[src/rtl/conv_ctrl_if.sv]
// Start/busy/done handshake between the convolution sequencer and its requester.
interface conv_ctrl_if;
  logic start;
  logic busy;
  logic done;

  modport master (output start, input busy, input done);
  modport slave  (input start, output busy, output done);
endinterface

[src/rtl/conv_controller.sv]
// Sequencing FSM for the 2-D convolution datapath: filter load, row streaming, MACs, result packing, flush.
// Optional CONV_CTRL_DBG_EN adds dbg_state/dbg_cycles observation ports.
module conv_controller #(
  parameter int unsigned ROWS = 13,
  parameter int unsigned COLS = 13
) (
  input  logic       clk,
  input  logic       rst,
  conv_ctrl_if.slave hs,
  input  logic       co_cntr4_filter,
  input  logic       co_cntr16_img,
  input  logic       co_row_cntr,
  input  logic       co_cntr16,
  input  logic       co_col_cntr,
  input  logic       co_cntr_reg4,
  input  logic       co_cntr13,
  input  logic       co_cntr43,
  output logic       mem_en,
  output logic       wr_file,
  output logic       filter_wr_en,
  output logic       img_wr_en,
  output logic       img_slice_en,
  output logic       acc_en,
  output logic       rst_acc,
  output logic       res_buffer_en,
  output logic       rst_res_reg,
  output logic       cntr4_filter_en,
  output logic       cntr16_img_en,
  output logic       row_cntr_en,
  output logic       col_cntr_en,
  output logic       cntr16_en,
  output logic       cntr_reg4_en,
  output logic       cntr43_en,
  output logic       cntr13_en,
  output logic       inc_en,
  output logic       inc_ld,
  output logic       adr_sel,
  output logic [1:0] mem_offset_sel
`ifdef CONV_CTRL_DBG_EN
  ,
  output logic [3:0]  dbg_state,
  output logic [15:0] dbg_cycles
`endif
);

  typedef enum logic [3:0] {
    IDLE     = 4'd0,
    LD_F     = 4'd1,
    INIT_X   = 4'd2,
    LD_I     = 4'd3,
    SLICE    = 4'd4,
    MAC      = 4'd5,
    STORE    = 4'd6,
    WRITE    = 4'd7,
    NEXT_ROW = 4'd8,
    FLUSH    = 4'd9,
    FIN      = 4'd10
  } state_t;

  // A partial final word exists only when the result count is not a multiple of four.
  localparam logic HAS_TAIL = ((ROWS * COLS) % 4) != 0;

  state_t     state, nxt;
  logic       col_done;
  logic [1:0] shadow;
  logic       flush_wr;

  assign flush_wr = (state == FLUSH) && HAS_TAIL && (shadow != 2'd0);

  always_ff @(posedge clk) begin
    if (rst) state <= IDLE;
    else     state <= nxt;
  end

  // shadow mirrors the datapath's cntr_reg4 so FLUSH knows whether a partial word is pending
  always_ff @(posedge clk) begin
    if (rst) begin
      col_done <= 1'b0;
      shadow   <= '0;
    end else if (state == STORE) begin
      col_done <= co_col_cntr;
      shadow   <= shadow + 2'd1;
    end else if (state == FLUSH || (state == IDLE && hs.start)) begin
      shadow   <= '0;
    end
  end

  always_comb begin
    nxt             = state;
    hs.busy         = (state != IDLE);
    hs.done         = 1'b0;
    mem_en          = 1'b0;
    wr_file         = 1'b0;
    filter_wr_en    = 1'b0;
    img_wr_en       = 1'b0;
    img_slice_en    = 1'b0;
    acc_en          = 1'b0;
    rst_acc         = 1'b0;
    res_buffer_en   = 1'b0;
    rst_res_reg     = 1'b0;
    cntr4_filter_en = 1'b0;
    cntr16_img_en   = 1'b0;
    row_cntr_en     = 1'b0;
    col_cntr_en     = 1'b0;
    cntr16_en       = 1'b0;
    cntr_reg4_en    = 1'b0;
    cntr43_en       = 1'b0;
    cntr13_en       = 1'b0;
    inc_en          = 1'b0;
    inc_ld          = 1'b0;
    adr_sel         = 1'b0;
    mem_offset_sel  = 2'd0;
    case (state)
      IDLE: if (hs.start) nxt = LD_F;
      LD_F: begin
        filter_wr_en    = 1'b1;
        cntr4_filter_en = 1'b1;
        if (co_cntr4_filter) nxt = INIT_X;
      end
      INIT_X: begin
        inc_ld = 1'b1;
        nxt    = LD_I;
      end
      LD_I: begin
        adr_sel        = 1'b1;
        mem_offset_sel = 2'd1;
        img_wr_en      = 1'b1;
        cntr16_img_en  = 1'b1;
        if (co_cntr16_img) nxt = SLICE;
      end
      SLICE: begin
        img_slice_en = 1'b1;
        row_cntr_en  = 1'b1;
        if (co_row_cntr) nxt = MAC;
      end
      MAC: begin
        acc_en    = 1'b1;
        cntr16_en = 1'b1;
        if (co_cntr16) nxt = STORE;
      end
      STORE: begin
        res_buffer_en = 1'b1;
        cntr_reg4_en  = 1'b1;
        rst_acc       = 1'b1;
        col_cntr_en   = 1'b1;
        if (co_cntr_reg4)     nxt = WRITE;
        else if (co_col_cntr) nxt = NEXT_ROW;
        else                  nxt = SLICE;
      end
      WRITE: begin
        mem_en         = 1'b1;
        mem_offset_sel = 2'd2;
        cntr43_en      = 1'b1;
        rst_res_reg    = 1'b1;
        nxt            = col_done ? NEXT_ROW : SLICE;
      end
      NEXT_ROW: begin
        inc_en    = 1'b1;
        cntr13_en = 1'b1;
        nxt       = co_cntr13 ? FLUSH : LD_I;
      end
      FLUSH: begin
        if (flush_wr) begin
          mem_en         = 1'b1;
          mem_offset_sel = 2'd2;
          cntr43_en      = 1'b1;
          rst_res_reg    = 1'b1;
        end
        nxt = FIN;
      end
      FIN: begin
        wr_file = 1'b1;
        hs.done = 1'b1;
        nxt     = IDLE;
      end
      default: nxt = IDLE;
    endcase
  end

  // The result memory must not be full before the final write of a run.
  a_no_result_overflow: assert property (@(posedge clk) disable iff (rst)
    !(state == WRITE && co_cntr43));

`ifdef CONV_CTRL_DBG_EN
  assign dbg_state = state;

  always_ff @(posedge clk) begin
    if (rst)                          dbg_cycles <= '0;
    else if (state == IDLE && hs.start) dbg_cycles <= '0;
    else if (state != IDLE)           dbg_cycles <= dbg_cycles + 16'd1;
  end
`endif

endmodule

[src/flat_wrapper.sv]
// flat-port wrapper written by rule: the top's interface ports become plain ports
module conv_controller_flat 
#(
  parameter int unsigned ROWS = 13,
  parameter int unsigned COLS = 13
)
  (clk, rst, co_cntr4_filter, co_cntr16_img, co_row_cntr, co_cntr16, co_col_cntr, co_cntr_reg4, co_cntr13, co_cntr43, mem_en, wr_file, filter_wr_en, img_wr_en, img_slice_en, acc_en, rst_acc, res_buffer_en, rst_res_reg, cntr4_filter_en, cntr16_img_en, row_cntr_en, col_cntr_en, cntr16_en, cntr_reg4_en, cntr43_en, cntr13_en, inc_en, inc_ld, adr_sel, mem_offset_sel, hs_start, hs_busy, hs_done);
  conv_ctrl_if hs_i ();
  input  logic clk;
  input  logic rst;
  input  logic co_cntr4_filter;
  input  logic co_cntr16_img;
  input  logic co_row_cntr;
  input  logic co_cntr16;
  input  logic co_col_cntr;
  input  logic co_cntr_reg4;
  input  logic co_cntr13;
  input  logic co_cntr43;
  output logic mem_en;
  output logic wr_file;
  output logic filter_wr_en;
  output logic img_wr_en;
  output logic img_slice_en;
  output logic acc_en;
  output logic rst_acc;
  output logic res_buffer_en;
  output logic rst_res_reg;
  output logic cntr4_filter_en;
  output logic cntr16_img_en;
  output logic row_cntr_en;
  output logic col_cntr_en;
  output logic cntr16_en;
  output logic cntr_reg4_en;
  output logic cntr43_en;
  output logic cntr13_en;
  output logic inc_en;
  output logic inc_ld;
  output logic adr_sel;
  output logic [1:0] mem_offset_sel;
  input wire logic [$bits(hs_i.start)-1:0] hs_start;
  output wire logic [$bits(hs_i.busy)-1:0] hs_busy;
  output wire logic [$bits(hs_i.done)-1:0] hs_done;
  assign hs_i.start = hs_start;
  assign hs_busy = hs_i.busy;
  assign hs_done = hs_i.done;
  conv_controller #(.ROWS(ROWS), .COLS(COLS)) u_core (.clk(clk), .rst(rst), .hs(hs_i), .co_cntr4_filter(co_cntr4_filter), .co_cntr16_img(co_cntr16_img), .co_row_cntr(co_row_cntr), .co_cntr16(co_cntr16), .co_col_cntr(co_col_cntr), .co_cntr_reg4(co_cntr_reg4), .co_cntr13(co_cntr13), .co_cntr43(co_cntr43), .mem_en(mem_en), .wr_file(wr_file), .filter_wr_en(filter_wr_en), .img_wr_en(img_wr_en), .img_slice_en(img_slice_en), .acc_en(acc_en), .rst_acc(rst_acc), .res_buffer_en(res_buffer_en), .rst_res_reg(rst_res_reg), .cntr4_filter_en(cntr4_filter_en), .cntr16_img_en(cntr16_img_en), .row_cntr_en(row_cntr_en), .col_cntr_en(col_cntr_en), .cntr16_en(cntr16_en), .cntr_reg4_en(cntr_reg4_en), .cntr43_en(cntr43_en), .cntr13_en(cntr13_en), .inc_en(inc_en), .inc_ld(inc_ld), .adr_sel(adr_sel), .mem_offset_sel(mem_offset_sel));
endmodule
[config.mk]
export PLATFORM = sky130hd
export DESIGN_NAME = conv_controller_flat
export DESIGN_NICKNAME = d
export VERILOG_FILES = /design/src/rtl/conv_ctrl_if.sv /design/src/rtl/conv_controller.sv /design/src/flat_wrapper.sv
export SDC_FILE = /design/constraint.sdc
export NUM_CORES = 1
export LEC_CHECK = 0
export CORE_MARGIN = 5
export CORE_UTILIZATION = 38
export CTS_BUF_LIST = sky130_fd_sc_hd__clkbuf_8 sky130_fd_sc_hd__clkbuf_16
export DETAILED_ROUTE_END_ITERATION = 6
export PLACE_DENSITY = 0.79
export RECOVER_POWER = 100
export SETUP_SLACK_MARGIN = 0.4
export SLEW_MARGIN = 20
export SYNTH_ARGS = -nofsm -noshare
export SYNTH_HDL_FRONTEND = slang
export SYNTH_SLANG_ARGS = --single-unit
[constraint.sdc]
create_clock -name clk -period 1.7 [get_ports clk]
set_input_delay 0.255 -clock clk [delete_from_list [all_inputs] [get_ports clk]]
set_output_delay 0.255 -clock clk [all_outputs]
set_load 0.01 [all_outputs]
==> run summary, run 1 <==
post-detail-place hpwl: 1.43 mm
final instance area: 1500 sq um
FF+latch count, synth: 7
r2r endpoint: u_core.state[1]$_SDFFE_PP0P_
CP Max Fanout: 3
Vias/cell: 5.80
WS Path Type: flop to primary output
Worst Tran Pin Value: 0.445 ns
largest family of logic cells by synthesized area: simple AND/OR/NAND/NOR gates
Max-Cap Viols: 0
antenna violations before repair: 0
hold_sp: u_core.col_done$_SDFFE_PP0N_
crit-path cells: inv_2, ha_4, or3_4, a21boi_4, buf_2
syn nets: 104
Die Y: 51.6 um
Post-CTS Hold Buffers: 0
Cells after DPL: 140
WL/cell: 19.6 um
num ports: 35
Synth Area in Adders: 1.90%
R2R Setup Slk: 0.08 ns
hold depth: 2
R2R Path Start: u_core.state[2]$_SDFFE_PP0P_
post-route ant nets: 0
peak supply drop: 432 uV
DRT Pass-1 Iters: 4
slew margin rel.: 70.1%
Post-Synth Simple-Gate Area: 31.6%
min Tclk post-route: 1.72 ns
die footprint: 2660 sq um
RSZ-0062 raised after global routing: yes
post-detailed-route DRC marker count: 0
XOR/XNOR share of the synthesized area: 0%
top-area cell type share of the netlist area: 21.3%
Die Wd: 51.6 um
YS warnings: 0
clock-pin slew on the worst setup and hold paths: 0.04 ns
routed wl met3: 237 um
Mapped Cells: 92
Port Buffers: 33
slowest cell delay on critical path: 0.35 ns
Finish-stage setup viols: 1
Leak: 0.649 nW
syn_area_per_cell: 7.14 sq um
Worst setup SP type: flop
first-pass GRT wire length: 4.33 mm
H-tree levels: 1
crit path DAT: 1.47 ns
initial detailed-routing violation count: 39
clk_lat worst skew: 0.24 ns
CTS buffer count: 3
violated checks: setup timing
P&R area growth vs syn: 129%
worst reg2reg path depth: 6
Sw Ratio: 32.7%
register area share after synthesis: 21.3%
Logic pwr share: 42.2%
vias: 957
WP data required: 1.44 ns
status: finished with violations
fin crit share: 101%
Clock Skew: 0.00451 ns
Yosys cell types: 29
max-slew violation count: 0
largest net degree at the start of global routing: 9
Worst Hold End: u_core.col_done$_SDFFE_PP0N_
DRT met1 WL: 1.24 mm
Async SR Flop Fraction: 0%
cell area after synthesis: 657 sq um
Total Wirelength: 3.23 mm
layout cell share with drive strength beyond 1: 66.2%
Post-synth EDFFs: 0
Synth Flop Type: dfxtp_1
final-report hold violation count: 0
CP max stage cell: or3_4
GRT Total Usage: 22.4%
GR Overflow Total: 0
root buffer cell: clkbuf_8
pwr/cell area: 495 nW/um^2
Compound-Gate Fraction of Synth Area: 19.0%
Synth area leaders: dfxtp_1, buf_4, nand2b_1
Inserted Diodes: 0
Worst setup EP type: primary output
cell accounting for the most synthesized area: dfxtp_1
most frequent cells in the layout: buf_6, buf_4, clkdlybuf4s50_1, nor2_1
most common cell after layout, fill and taps aside: buf_6
met2 routed WL: 1.62 mm
worst min path class: flop to flop
Max Fclk: 0.581 GHz
CORE AREA: 1690 sq um
clock share of power: 32.7%
mux share of post-synthesis cell area: 4.00%
Site Rows: 15
Nets: 161
vias in the first global route: 920
Starting Density: 38.9%
CTS Buffer Depth: 2
switching power: 243 uW
TritonCTS sink count: 7
Top Layer Used: met4
P_int: 501 uW
Non-Filler Instances: 165
Sequential Power Share: 25.1%
CTS tree: built
placed cell areas: 1030 sq um
gpl congestion: 0.847
PnR worst setup slack: -0.0207 ns
-- timing repair --
action,CTS,global route
resized for setup,152,37
endpoints found under the setup margin,28,31
buffers inserted,12,9
pin swaps,9,18
-- how the worst max path moves through the flow --
stage / slack, ns / from / cells after the start / to
3_3_place_gp: -0.18 / u_core.shadow[0]$_SDFFE_PP0P_ / 5 / mem_offset_sel[1]
5_1_grt: -0.03 / u_core.shadow[0]$_SDFFE_PP0P_ / 5 / cntr43_en
2_1_floorplan: 0.22 / u_core.state[2]$_SDFFE_PP0P_ / 5 / mem_en
3_5_place_dp: -0.21 / u_core.shadow[1]$_SDFFE_PP0P_ / 5 / mem_offset_sel[1]
4_1_cts: 0.02 / u_core.shadow[0]$_SDFFE_PP0P_ / 5 / rst_res_reg
6_report: -0.02 / u_core.shadow[1]$_SDFFE_PP0P_ / 5 / cntr43_en
-- layer usage --
| layer | vias to the layer above | GRT usage (%) |
|---|---|---|
| li1 | 422 | - |
| met1 | 459 | 22.1 |
| met2 | 63 | 40.9 |
| met3 | 13 | 3.72 |
| met4 | 0 | 17.5 |
| met5 | - | 0 |
-- power by group through the flow --
stage,logic [mW],registers [mW],clock network [mW]
after floorplan,0.103,0.178,0
after global placement,0.187,0.183,0
after detailed placement,0.190,0.184,0
after CTS,0.228,0.185,0.236
after global routing,0.331,0.187,0.252
final,0.313,0.187,0.244
-- critical path: cells and delay by family (launching register included) --
kind | cells | cell delay [ns]
adders and majority gates | 1 | 0.14
AOI/OAI and AO/OA | 1 | 0.18
DFF | 1 | 0.34
buffers and inverters | 2 | 0.22
and+or+nand+nor | 1 | 0.35
-- layout make-up --
cell class | instances | area [sq um]
multi-input combinational | 63 | 594
clock buffer | 3 | 41.3
sequential | 7 | 150
inverter | 3 | 11.3
timing repair buffer | 71 | 681
tap | 17 | 21.3
fill | 75 | 186
clock inverter | 1 | 3.75
-- through the flow --
step | utilization [%] | TNS (ns) | worst slack, ns | power [mW] | hold WS (ns)
after floorplan | - | 0 | 0.224 | 0.280 | 0.324
after global placement | 60.8 | -0.952 | -0.178 | 0.370 | 0.458
after detailed placement | 60.8 | -1.24 | -0.213 | 0.373 | 0.484
after CTS | 76.1 | 0 | 0.0215 | 0.650 | 0.478
after global routing | 89.0 | -0.0440 | -0.0299 | 0.770 | 0.594
final | 89.0 | -0.0207 | -0.0207 | 0.744 | 0.547
-- flip-flops by register name, indices dropped and copies added (netlist names) --
signal	count
u_core.state	4
u_core.shadow	2
u_core.col_done	1
-- cell families (layout without fill, tap and decap cells) --
| logic type | Yosys count | after routing |
|---|---|---|
| fa+ha+maj | 1 | 1 |
| buf+inv | 22 | 78 |
| flops | 7 | 7 |
| compound gates | 20 | 20 |
| mux | 2 | 2 |
| simple gates | 40 | 40 |
-- cell usage after synthesis (all sizes together), types with 2 or more instances --
library cell	count
nand2	5
o21ai	3
nor3	7
a21boi	2
nor2	10
nand3	2
nand2b	8
nor3b	2
buf	19
dfxtp	7
or3	2
mux2	2
a21oi	8
inv	3
(Power assumes the default switching activity.)
==> run 2, diff against run 1 <==
- CORE_MARGIN: 5 -> 2
==> run 2 against run 1 <==
Compared with the run above:
- the flow now stops in global routing (5_1_grt)
- synthesized cell count stayed put
- area after synthesis stayed put
==> run summary, run 2 <==
CTS Buffer Depth: 2 (unchanged)
Synth area leaders: dfxtp_1, buf_4, nand2b_1
cell with the most instances after synthesis: buf_4
most frequent cells after synthesis: buf_4, nor2_1, a21oi_1, nand2b_1
cell accounting for the most synthesized area: dfxtp_1
root buffer cell: clkbuf_8
FF+latch count, synth: 7 (unchanged)
Yosys cell types: 29 (unchanged)
syn nets: 104 (unchanged)
Cells after DPL: 142 (+1.4%)
Async SR Flop Fraction: 0% (unchanged)
Port Buffers: 33 (unchanged)
post-detail-place hpwl: 1.49 mm (+4.0%)
num ports: 35 (unchanged)
worst_ep grt: cntr43_en
Post-synth EDFFs: 0 (unchanged)
register area share after synthesis: 21.3% (unchanged)
Synth Flop Type: dfxtp_1
Site Rows: 15 (unchanged)
largest net degree at the start of global routing: 10
Mapped Cells: 92 (unchanged)
YS warnings: 0 (unchanged)
syn_area_per_cell: 7.14 sq um (unchanged)
gpl congestion: 0.764 (-9.9%)
Die Wd: 45.6 um (-12%)
Starting Density: 39.3% (+0.44 points)
Die Y: 45.6 um (-12%)
top-area cell type share of the netlist area: 21.3% (unchanged)
Err: [ERROR DPL-0038] Utilization greater than 100%, impossible to legalize
CTS buffer count: 3 (unchanged)
TritonCTS sink count: 7 (unchanged)
H-tree levels: 1 (unchanged)
status: did not finish
Worst EP kind: output port
cell area after synthesis: 657 sq um (unchanged)
Stopped at: global routing (5_1_grt)
[run 2: cell counts after synthesis]
Identical to the previous run, type by type.
[run 2: metrics by stage]
stage                     setup WS [ns]  area, sq um  utilization (%)  setup TNS, ns  hold slack (ns)
after floorplan                   0.224          682                -              0            0.324
after global placement           -0.173         1040             62.4         -0.740            0.458
after detailed placement         -0.199         1040             62.4          -1.38            0.480
after CTS                       0.00282         1280             76.7              0            0.475
[run 2: logic make-up after synthesis]
group	synth area share [%]
AND/OR/NAND/NOR	31.6
buffers and inverters	22.1
AO/OA/AOI/OAI	19.0
flip-flops	21.3
multiplexers	4.00
adder cells (fa/ha/maj)	1.90
[run 2: repair_timing]
item / 4_1_cts
cloned: 1
endpoints found under the setup margin: 29
buffers inserted: 11
endpoints found under the hold margin: 0
hold buffers: 0
gates resized for setup: 148
pin swaps: 11
==> run 3, diff against run 2 <==
- CORE_AREA: default -> 2 2 63 65
- CORE_MARGIN: 2 -> default
- CORE_UTILIZATION: 38 -> default
- CTS_BUF_LIST: sky130_fd_sc_hd__clkbuf_8 sky130_fd_sc_hd__clkbuf_16 -> default
- DIE_AREA: default -> 0 0 65 67
- PLACE_DENSITY: 0.79 -> default
- PLACE_DENSITY_LB_ADDON: default -> 0.15
- SETUP_SLACK_MARGIN: 0.4 -> default
==> run 3 against run 2 <==
Compared with the run above:
- the flow now finishes without violations
==> run summary, run 3 (synthesis results as in run 1) <==
Largest Register: u_core.state
DRT Pass-1 Iters: 4
met2 Track Usage GR: 14.4%
Starting Density: 18.2% (-21 points)
most common cell after layout, fill and taps aside: dlygate4sd2_1
Post-CTS Setup Bufs: 0 (-11)
num ports: 35 (unchanged)
CP Max Fanout: 3
CTS buffer count: 3 (unchanged)
fin crit share: 96.3%
first-pass GRT wire length: 3.02 mm
Worst Tran Pin Value: 0.361 ns
Leak: 0.493 nW
largest net degree at the start of global routing: 18
post-detailed-route DRC marker count: 0
WS Path Type: flop to primary output
P&R area growth vs syn: 63.4%
Die Y: 67 um (+47%)
clk_lat worst skew: 0.23 ns
Max-Cap Viols: 0
TritonCTS sink count: 7 (unchanged)
Nets: 137
slew margin rel.: 75.8%
pwr/cell area: 548 nW/um^2
Inserted Diodes: 0
CTS tree: built
crit path DAT: 1.38 ns
vias in the first global route: 657
most frequent cells in the layout: dlygate4sd2_1, buf_4, nor2_1, a21oi_1, clkdlybuf4s50_1
final-report hold violation count: 0
Vias/cell: 4.21
clock-pin slew on the worst setup and hold paths: 0.04 ns
post-detail-place hpwl: 1.43 mm (-3.8%)
CORE AREA: 3610 sq um
WL/cell: 10.5 um
vias: 724
layout cell share with drive strength beyond 1: 29.0%
min Tclk post-route: 1.64 ns
H-tree levels: 1 (unchanged)
Worst setup SP type: flop
peak supply drop: 160 uV
PnR worst setup slack: 0.0634 ns
Site Rows: 22 (+7)
RSZ-0062 raised after global routing: yes
Port Buffers: 33 (unchanged)
antenna violations before repair: 0
GRT Total Usage: 8.86%
initial detailed-routing violation count: 14
root buffer cell: clkbuf_8
met1 usage: 11.2%
final instance area: 1070 sq um
GR peak layer: met2
Total Wirelength: 1.81 mm
max-slew violation count: 0
status: finished clean
Max Fclk: 0.611 GHz
die footprint: 4360 sq um
met3 global-route usage: 1.35%
GR Overflow Total: 0
worst min path class: flop to flop
CTS Buffer Depth: 2 (unchanged)
Die Wd: 65 um (+43%)
placed cell areas: 1020 sq um (-2.3%)
Finish-stage setup viols: 0
post-route ant nets: 0
Place WS: -0.255 ns (-0.0561 ns)
Clock Skew: 0.00187 ns
gpl congestion: 0.727 (-4.8%)
fillers: 419
Largest register FFs: 4
WP data required: 1.44 ns
Worst setup EP type: primary output
biggest regs: u_core.state x4, u_core.shadow x2, u_core.col_done x1
[run 3: timing repair]
item	4_1_cts	5_1_grt
cloned	0	0
pin swaps	3	3
hold buffers	0	0
endpoints found under the hold margin	0	0
gates resized for setup	51	6
setup endpoints to repair	24	10
[run 3: worst paths after layout]
check,end,cells after the start,from,slack (ns)
hold reg to reg,u_core.shadow[1]$_SDFFE_PP0P_,1,u_core.shadow[1]$_SDFFE_PP0P_,0.48
setup / recovery,rst_res_reg,5,u_core.shadow[1]$_SDFFE_PP0P_,0.06
hold / removal,u_core.shadow[1]$_SDFFE_PP0P_,1,u_core.shadow[1]$_SDFFE_PP0P_,0.48
setup reg to reg,u_core.state[1]$_SDFFE_PP0P_,5,u_core.state[2]$_SDFFE_PP0P_,0.18
[run 3: critical path, stage by stage (launching register included)]
cell and delay (ns):
dfxtp_2 0.33, inv_2 0.04, ha_4 0.14, or3_4 0.33
a21boi_2 0.16, buf_2 0.15
[run 3: per-layer routing]
metal / routed length (um) / vias up
met4: 38 / 0
met2: 744 / 30
met1: 905 / 319
met5: 0 / -
li1: - / 371
met3: 118 / 4
[run 3: cell type report]
class                           count  area [sq um]  area share (%)
Multi-Input combinational cell     63           417            38.8
Sequential cell                     7           149            13.9
Inverter                            3          11.3            1.05
Clock buffer                        4          45.0            4.20
Timing Repair Buffer               47           392            36.5
Tap cell                           48          60.1            5.59
[run 3: power breakdown]
group	internal, mW	total, mW	switching (mW)
combinational	0.0902	0.174	0.0836
clock	0.162	0.232	0.0699
sequential	0.172	0.182	0.00989
[run 3: per-stage QoR]
step	utilization [%]	hold WS (ns)	std cells	TNS, ns	total power [mW]
final	29.8	0.483	172	0	0.588
after global routing	29.8	0.505	172	-0.0217	0.619
after CTS	29.4	0.477	172	0	0.595
after detailed placement	28.2	0.477	168	-1.61	0.364
after global placement	28.2	0.459	168	-1.54	0.365
after floorplan	-	0.324	92	0	0.278
==> run 4, diff against run 3 <==
==> constraint.sdc (replaced) <==
create_clock -name clk -period 1.7 [get_ports clk]
set_input_delay 0.255 -clock clk [delete_from_list [all_inputs] [get_ports clk]]
set_output_delay 0.255 -clock clk [all_outputs]
set_load 0.05 [all_outputs]
==> run 4 against run 3 <==
Compared with the run above:
- the flow now finishes with violations (setup timing)
- maximum frequency down 9.1%
- critical path depth unchanged
- flip-flop and latch count unchanged
- global-route usage up 0.75 points
- combinational power up 45%
- via count down 1.9%
- hold slack worse by 0.0013 ns
- core utilization up 6.3 points
- sequential share of layout area down 2.6 points
- cell count down 0.58%
- critical path type unchanged
==> run summary, run 4 (synthesis results as in run 1) <==
CP Max Fanout: 3 (unchanged)
clock-pin slew on the worst setup and hold paths: 0.04 ns (about the same)
hold_sp: u_core.shadow[1]$_SDFFE_PP0P_
P&R area growth vs syn: 98.1%
crit-path cells: inv_2, ha_4, or3_4, a21boi_4, buf_12
Sum Neg Setup Slack: -0.323 ns (-0.323 ns)
vias: 710 (-1.9%)
max-slew violation count: 0 (unchanged)
Finish-stage setup viols: 8 (+8)
largest net degree at the start of global routing: 15 (-3)
Place WS: 0.0446 ns (+0.300 ns)
DRT Pass-1 Iters: 4 (unchanged)
layout cell share with drive strength beyond 1: 49.6% (+21 points)
Worst setup SP type: flop
CP max stage cell: or3_4
violated checks: setup timing
status: finished with violations
Hold WS: 0.482 ns (-0.00126 ns)
crit path DAT: 1.55 ns (+0.17 ns)
Post-CTS Hold Buffers: 0 (unchanged)
most common cell after layout, fill and taps aside: buf_12
hold depth: 1 (unchanged)
CTS Buffer Depth: 2 (unchanged)
Inserted Diodes: 0 (unchanged)
slowest cell delay on critical path: 0.36 ns (+0.03 ns)
root buffer cell: clkbuf_8
clock share of power: 34.3% (-5.1 points)
Largest register FFs: 4 (unchanged)
WL/cell: 11.4 um (+8.5%)
Vias/cell: 4.15 (-1.4%)
min Tclk post-route: 1.80 ns (+0.164 ns)
CTS buffer count: 3 (unchanged)
Logic pwr share: 37.8% (+8.2 points)
worst reg2reg path depth: 5 (unchanged)
Starting Density: 18.2% (unchanged)
switching power: 228 uW (+39%)
most frequent cells in the layout: buf_12, buf_4, clkdlybuf4s50_1, nor2_1, a21oi_1
Largest Register: u_core.state
TritonCTS sink count: 7 (unchanged)
slew margin rel.: 75.1% (-0.70 points)
die footprint: 4360 sq um (unchanged)
clk_lat worst skew: 0.22 ns (about the same)
Nets: 136 (-0.73%)
num ports: 35 (unchanged)
WS Path Type: flop to primary output
post-detail-place hpwl: 1.56 mm (+8.6%)
worst min path class: flop to flop
Die Wd: 65 um (unchanged)
Max Fclk: 0.555 GHz (-9.1%)
Total Wirelength: 1.95 mm (+7.9%)
CTS tree: built
Die Y: 67 um (unchanged)
Clock Skew: 0.00164 ns (-0.000225 ns)
biggest regs: u_core.state x4, u_core.shadow x2, u_core.col_done x1
Sw Ratio: 34.0% (+6.2 points)
WP data required: 1.44 ns (about the same)
PnR worst setup slack: -0.100 ns (-0.164 ns)
GRT Total Usage: 9.62% (+0.75 points)
CORE AREA: 3610 sq um (unchanged)
antenna violations before repair: 0 (unchanged)
R2R Path Start: u_core.state[2]$_SDFFE_PP0P_
Leak: 0.497 nW (+0.83%)
initial detailed-routing violation count: 14 (unchanged)
post-route total power: 670 uW (+14%)
peak supply drop: 237 uV (+48%)
RSZ-0062 raised after global routing: yes
vias in the first global route: 689 (+4.9%)
final-report hold violation count: 0 (unchanged)
fillers: 386 (-7.9%)
P_int: 442 uW (+4.2%)
Core Util, Final: 36.1% (+6.3 points)
pwr/cell area: 515 nW/um^2 (-6.0%)
post-detailed-route DRC marker count: 0 (unchanged)
first-pass GRT wire length: 3.25 mm (+7.5%)
gpl congestion: 0.716 (-1.5%)
Max-Cap Viols: 0 (unchanged)
GR Overflow Total: 0 (unchanged)
Critical Path Source: u_core.shadow[1]$_SDFFE_PP0P_
fin crit share: 106% (+9.6 points)
Site Rows: 22 (unchanged)
H-tree levels: 1 (unchanged)
Worst Tran Pin Value: 0.371 ns (+0.0105 ns)
Port Buffers: 33 (unchanged)
post-route ant nets: 0 (unchanged)
Worst setup EP type: primary output
Sequential Power Share: 27.8% (-3.2 points)
run 4: cell count changes in the layout (fill, tap and decap cells not counted), sizes merged:
cell	before	now
buf	15	31
dlygate4sd3	1	0
clkbuf	7	10
dlygate4sd2	20	0
clkdlybuf4s50	8	9
run 4: final timing paths:
check	endpoint	slack, ns
setup / recovery	mem_en	-0.10
hold reg to reg	u_core.shadow[1]$_SDFFE_PP0P_	0.48
setup reg to reg	u_core.state[1]$_SDFFE_PP0P_	0.18
hold / removal	u_core.shadow[1]$_SDFFE_PP0P_	0.48
run 4: worst max-delay path: cells and delay by family, from the launching register on:
| kind | cells | cell delay, ns |
|---|---|---|
| adder cells (fa/ha/maj) | 1 | 0.14 |
| buffers and inverters | 2 | 0.23 |
| flip-flops | 1 | 0.33 |
| AND/OR/NAND/NOR | 1 | 0.36 |
| AO/OA/AOI/OAI | 1 | 0.26 |
run 4: area by class of cell:
| cell class | instances | area [sq um] | share of cell area (%) |
|---|---|---|---|
| Tap cell | 48 | 60.1 | 4.62 |
| Inverter | 3 | 11.3 | 0.865 |
| Multi-Input combinational cell | 63 | 457 | 35.1 |
| Timing Repair Buffer | 46 | 582 | 44.7 |
| Sequential cell | 7 | 146 | 11.2 |
| Clock buffer | 4 | 45.0 | 3.46 |
run 4: timing repair:
action	4_1_cts	5_1_grt
pin swaps	3	1
setup buffers	1	1
resized for setup	8	7
endpoints found under the setup margin	12	19
run 4: power groups by stage:
stage	registers [mW]	logic (mW)	clock network, mW
5_1_grt	0.188	0.270	0.250
2_1_floorplan	0.178	0.172	0
3_3_place_gp	0.187	0.290	0
6_report	0.187	0.253	0.230
4_1_cts	0.185	0.295	0.238
3_5_place_dp	0.187	0.291	0
run 4: metal layers:
metal	share of wire (%)	track usage (%)	up-vias
met5	0	0	-
met4	0.67	4.79	0
met3	6.0	1.86	2
met2	45	14.9	26
met1	48	12.6	309
li1	-	-	373
run 4: metrics by stage:
stage / cell area [sq um] / std cells
3_5_place_dp: 1300 / 165
6_report: 1300 / 171
2_1_floorplan: 724 / 92
5_1_grt: 1300 / 171
4_1_cts: 1370 / 170
3_3_place_gp: 1300 / 165
